## config.mk

```make
export PLATFORM = sky130hd
export DESIGN_NAME = dht_poll_scheduler
export DESIGN_NICKNAME = d
export VERILOG_FILES = /design/src/rtl/dht_poll_scheduler.sv
export SDC_FILE = /design/constraint.sdc
export NUM_CORES = 1
export LEC_CHECK = 0
export ABC_AREA = 1
export BUFFER_PORTS_ARGS = -buffer_cell sky130_fd_sc_hd__buf_2
export CAP_MARGIN = 10
export CORE_MARGIN = 4
export CORE_UTILIZATION = 55
export CTS_CLUSTER_DIAMETER = 40
export DETAILED_ROUTE_END_ITERATION = 7
export PLACE_DENSITY = 0.74
export SKIP_CTS_REPAIR_TIMING = 1
export SYNTH_ARGS = -nofsm -noshare
export SYNTH_HDL_FRONTEND = slang
export SYNTH_SLANG_ARGS = --single-unit
```

## constraint.sdc

```tcl
create_clock -name clk -period 4.4 [get_ports clk]
set_input_delay 0.88 -clock clk [delete_from_list [all_inputs] [get_ports clk]]
set_output_delay 0.88 -clock clk [all_outputs]
set_load 0.005 [all_outputs]
```

## src/rtl/dht_poll_scheduler.sv

```systemverilog
// Arbitrates two clients and an optional autonomous timer onto one DHT reader, enforcing minimum gap, timeout and retries.
// req-to-rd_start is 2 clks once the gap has elapsed; requests are level-held and acknowledged by a 1-clk ack pulse, no other backpressure.
module dht_poll_scheduler #(
    parameter int CLK_PER_US     = 50,
    parameter int MIN_GAP_US     = 2_000_000,
    parameter int TIMEOUT_US     = 30_000,
    parameter int MAX_RETRY      = 3,
    parameter int AUTO_PERIOD_US = 5_000_000
) (
    input  logic        clk,
    input  logic        rst_n,
    input  logic [1:0]  req,
    output logic [1:0]  ack,
    output logic        rd_start,
    input  logic        rd_done,
    input  logic        rd_ok,
    input  logic [15:0] rd_data,
    output logic [15:0] TempHumi,
    output logic        th_valid,
    output logic        err
);

    localparam int US_W   = (CLK_PER_US > 1)     ? $clog2(CLK_PER_US)         : 1;
    localparam int GAP_W  = (MIN_GAP_US > 0)     ? $clog2(MIN_GAP_US + 1)     : 1;
    localparam int TO_W   = (TIMEOUT_US > 0)     ? $clog2(TIMEOUT_US + 1)     : 1;
    localparam int AUTO_W = (AUTO_PERIOD_US > 0) ? $clog2(AUTO_PERIOD_US + 1) : 1;
    localparam int RTY_W  = $clog2(MAX_RETRY + 2);

    localparam logic [US_W-1:0]   US_LAST  = US_W'(CLK_PER_US - 1);
    localparam logic [GAP_W-1:0]  GAP_MAX  = GAP_W'(MIN_GAP_US);
    localparam logic [TO_W-1:0]   TO_MAX   = TO_W'(TIMEOUT_US);
    localparam logic [AUTO_W-1:0] AUTO_MAX = AUTO_W'(AUTO_PERIOD_US);
    localparam logic [RTY_W-1:0]  RTY_MAX  = RTY_W'(MAX_RETRY);
    localparam logic              AUTO_EN  = (AUTO_PERIOD_US != 0);

    typedef enum logic [2:0] {
        S_IDLE,
        S_GAP,
        S_START,
        S_WAIT,
        S_DONE
    } state_t;

    state_t             r_state;
    state_t             w_state_nxt;
    logic [US_W-1:0]    r_us_cnt;
    logic [GAP_W-1:0]   r_gap;
    logic [TO_W-1:0]    r_to;
    logic [AUTO_W-1:0]  r_auto;
    logic [RTY_W-1:0]   r_fail;
    logic [1:0]         r_mask;
    logic [15:0]        r_temp_humi;
    logic               r_th_valid;
    logic               r_err;

    logic               w_tick;
    logic               w_gap_done;
    logic               w_to_hit;
    logic               w_auto_hit;
    logic [RTY_W-1:0]   w_fail_nxt;
    logic               w_latch;
    logic               w_gap_clr;
    logic               w_to_clr;
    logic               w_auto_clr;
    logic               w_load_ok;
    logic               w_fail;
    logic               w_exhaust;
    logic               w_fail_clr;

    assign w_tick     = (r_us_cnt == US_LAST);
    assign w_gap_done = (r_gap == GAP_MAX);
    assign w_to_hit   = (r_to == TO_MAX);
    assign w_auto_hit = AUTO_EN && (r_auto == AUTO_MAX);
    assign w_fail_nxt = r_fail + 1'b1;

    always_comb begin
        w_state_nxt = r_state;
        w_latch     = 1'b0;
        w_gap_clr   = 1'b0;
        w_to_clr    = 1'b0;
        w_auto_clr  = 1'b0;
        w_load_ok   = 1'b0;
        w_fail      = 1'b0;
        w_exhaust   = 1'b0;
        w_fail_clr  = 1'b0;
        case (r_state)
            S_IDLE: begin
                // A client request absorbs a coincident auto expiry; either way the auto timer restarts.
                if ((|req) || w_auto_hit) begin
                    w_latch     = 1'b1;
                    w_auto_clr  = 1'b1;
                    w_state_nxt = S_GAP;
                end
            end
            S_GAP: begin
                if (w_gap_done) begin
                    w_state_nxt = S_START;
                end
            end
            S_START: begin
                w_to_clr    = 1'b1;
                w_state_nxt = S_WAIT;
            end
            S_WAIT: begin
                if (rd_done && rd_ok) begin
                    w_load_ok   = 1'b1;
                    w_state_nxt = S_DONE;
                end else if (rd_done || w_to_hit) begin
                    w_fail = 1'b1;
                    if (w_fail_nxt <= RTY_MAX) begin
                        w_gap_clr   = 1'b1;
                        w_state_nxt = S_GAP;
                    end else begin
                        w_exhaust   = 1'b1;
                        w_state_nxt = S_DONE;
                    end
                end
            end
            S_DONE: begin
                w_gap_clr   = 1'b1;
                w_auto_clr  = 1'b1;
                w_fail_clr  = 1'b1;
                w_state_nxt = S_IDLE;
            end
            default: begin
                w_state_nxt = S_IDLE;
            end
        endcase
    end

    always_ff @(posedge clk or negedge rst_n) begin
        if (!rst_n) begin
            r_state  <= S_IDLE;
            r_us_cnt <= '0;
        end else begin
            r_state  <= w_state_nxt;
            r_us_cnt <= w_tick ? '0 : r_us_cnt + 1'b1;
        end
    end

    // All us timers saturate at their terminal value so long idle periods never wrap.
    always_ff @(posedge clk or negedge rst_n) begin
        if (!rst_n) begin
            r_gap  <= '0;
            r_to   <= '0;
            r_auto <= '0;
        end else begin
            if (w_gap_clr) begin
                r_gap <= '0;
            end else if (w_tick && !w_gap_done) begin
                r_gap <= r_gap + 1'b1;
            end

            if (w_to_clr) begin
                r_to <= '0;
            end else if ((r_state == S_WAIT) && w_tick && !w_to_hit) begin
                r_to <= r_to + 1'b1;
            end

            if (!AUTO_EN || w_auto_clr) begin
                r_auto <= '0;
            end else if (w_tick && (r_auto != AUTO_MAX)) begin
                r_auto <= r_auto + 1'b1;
            end
        end
    end

    always_ff @(posedge clk or negedge rst_n) begin
        if (!rst_n) begin
            r_fail      <= '0;
            r_mask      <= 2'b00;
            r_temp_humi <= 16'h0000;
            r_th_valid  <= 1'b0;
            r_err       <= 1'b0;
        end else begin
            if (w_fail_clr) begin
                r_fail <= '0;
            end else if (w_fail) begin
                r_fail <= w_fail_nxt;
            end

            if (w_latch) begin
                r_mask <= req;
            end

            if (w_load_ok) begin
                r_temp_humi <= rd_data;
                r_th_valid  <= 1'b1;
                r_err       <= 1'b0;
            end else if (w_exhaust) begin
                r_err <= 1'b1;
            end
        end
    end

    assign rd_start = (r_state == S_START);
    assign ack      = (r_state == S_DONE) ? r_mask : 2'b00;
    assign TempHumi = r_temp_humi;
    assign th_valid = r_th_valid;
    assign err      = r_err;

endmodule
```

==> results.json <==
{
  "synth_warnings": 0,
  "synthFlopType": "dfrtp_1",
  "fp.dieH_um": 110,
  "synth.area.mux_share_pct": 0,
  "antenna_found_initial": 0,
  "crit_path_max_incr_delay_ns": 0.43,
  "clock_skew_ns": 0.00902,
  "core_area_um2": 9910,
  "slew-limit-headroom_pct": 42.8,
  "die_w_um": 110,
  "num_rows": 36,
  "cpMostUsedCell": "nor2_1",
  "synth-adder-area-share_pct": 2.20,
  "vias": 5024,
  "final_antenna_net_count": 0,
  "netlist_instances": 797,
  "syn-num-nets": 829,
  "final_util_pct": 61.7,
  "maxCapViolations": 0,
  "path_cells": "nor2_1, inv_1, nor2_1, inv_1, nor2_1, buf_2",
  "clk_pin_slew_ns": 0.09,
  "viasPerCell": 5.17,
  "wirelength_um": 12000,
  "holdWs_ns": 0.473,
  "synth_edf_count": 0,
  "dp_hpwl_um": 8770,
  "nets": 866,
  "cp_max_fo": 5,
  "hold_path.class": "reg2reg",
  "start_util_pct": 57.4,
  "tns_ns": 0,
  "synth-async-reset-ratio_pct": 100,
  "first_pass_iters": 6,
  "critPathRequiredTime_ns": 3.52,
  "cts_tree": "yes",
  "track_usage_pct": 22.0,
  "ys_ff_latch": 91,
  "cts_buffers": 9,
  "io_pins": 43,
  "cts_sinks": 91,
  "drc": 0,
  "num_antenna_cells": 0,
  "endpoint_kind": "output port",
  "io_buffers": 42,
  "clk_latency_ns": 0.37,
  "cp_slowest_cell": "dfrtp_1",
  "status": "completed",
  "synthSimpleGateAreaFrac_pct": 41.4,
  "drive_gt1_share_pct": 12.5,
  "cts_buffer_depth": 2,
  "fin_crit_ns": 2.55,
  "syn2layout_area_growth_pct": 7.57,
  "root_buffer": "clkbuf_8",
  "p_per_area_nw_per_um2": 355,
  "setup_viol": 0,
  "ir_drop_uv": 214,
  "grt-ovfl-total": 0,
  "grt_max_degree": 66,
  "startpoint_type": "flop",
  "synth_compound_area_share_pct": 2.44,
  "hold_viol": 0,
  "grt_pass1_vias": 4757,
  "dpl.cell_count": 956,
  "gp_routability_congestion": 0.913,
  "synthesis.area_um2": 5690,
  "ys_types": 34,
  "grt_pass1_wl_um": 21300,
  "drt_iter0_markers": 412,
  "fin_crit_sh_pct": 58.1,
  "p_leak_uw": 0.00312,
  "final_cell_mix": "241 x nand2_1, 120 x nand3_1, 108 x nor2_1",
  "worstMarginPinSlew_ns": 0.856,
  "dieArea_um2": 12000,
  "stdcell_count": 972,
  "critPathKind": "reg2out",
  "h-tree-depth": 3,
  "arrival_ns": 1.67,
  "syn_area_per_cell_um2": 7.14,
  "rsz0062_at_grt": "no",
  "mostFrequentLayoutCell": "nand2_1",
  "wire_per_inst_um": 12.4,
  "synth_top_family_by_area": "simple AND/OR/NAND/NOR gates",
  "synth-seq-area-share_pct": 40.0,
  "maxSlewViolCount": 0,
  "synth_xor_area_share_pct": 4.93,
  "p_total_uw": 2170,
  "fmax_mhz": 391
}
-- metal layers --
layer / vias to the layer above / global-route usage [%] / wire, um
li1: 2581 / - / -
met1: 2298 / 31.6 / 5850
met2: 128 / 33.9 / 5380
met3: 17 / 2.99 / 621
met4: 0 / 8.64 / 198
met5: - / 0 / 0
-- registers in the layout, indices dropped and copies added, names as in the netlist, 2 cells and up --
name	cells
r_mask	2
r_auto	23
r_state	3
r_fail	3
r_to	15
r_us_cnt	6
r_gap	21
TempHumi	16
-- final timing paths --
path                                             to  slack (ns)  depth (start not counted)                      from
max in group asynchronous    r_auto[18]$_DFFE_PN0P_        2.93                          2                     rst_n
max                                          ack[0]        1.85                          6    r_state[1]$_DFFE_PN0P_
min in group asynchronous      r_to[11]$_DFFE_PN0P_        0.61                          1                     rst_n
min                        TempHumi[13]$_DFFE_PN0P_        0.47                          2  TempHumi[13]$_DFFE_PN0P_
max reg2reg                    r_gap[0]$_DFFE_PN0P_        2.22                          9       r_to[0]$_DFFE_PN0P_
min reg2reg                TempHumi[13]$_DFFE_PN0P_        0.47                          2  TempHumi[13]$_DFFE_PN0P_
-- power breakdown --
| part | switching (uW) | internal (uW) |
|---|---|---|
| logic | 369 | 201 |
| clock network | 299 | 276 |
| registers | 75.8 | 951 |
| total | 744 | 1430 |
-- metrics by stage --
step	setup WS, ns	cell area [um^2]
after global routing	1.73	6120
after detailed placement	2.07	5920
after floorplan	2.39	5690
after global placement	2.14	5920
final	1.85	6120
after CTS	1.82	6120
-- Yosys cell counts, types with 8 or more instances --
cell type,instances,area share [%]
ha_1,10,2.2
nand2_1,241,16
inv_2,12,0.79
nor3_1,9,0.79
buf_6,11,2.2
o21ai_1,8,0.70
dfrtp_1,91,40
inv_1,77,5.1
nand4_1,18,2.0
xor2_1,26,4.0
nand3_1,120,11
nor2_1,108,7.1
-- layout make-up --
cell class | count | area, um^2
clock buffers | 10 | 138
well taps | 133 | 166
flip-flops and latches | 91 | 2280
multi-input cells | 596 | 2900
repair buffers | 43 | 220
clock inverters | 6 | 65.1
inverters | 93 | 355
fillers | 927 | 3790
-- critical path: cells and delay by family, from the launching register on --
| kind | cells | cell delay [ns] |
|---|---|---|
| AND/OR/NAND/NOR | 3 | 0.54 |
| buffers and inverters | 3 | 0.33 |
| flip-flops | 1 | 0.43 |
-- logic make-up (layout without fill, tap and decap cells) --
| family | Yosys count | in the layout |
|---|---|---|
| simple gates | 530 | 530 |
| xor+xnor | 32 | 32 |
| buf+inv | 110 | 152 |
| fa+ha+maj | 10 | 10 |
| compound gates | 24 | 24 |
| flops | 91 | 91 |
No activity file was read; power rests on OpenSTA's default activity.
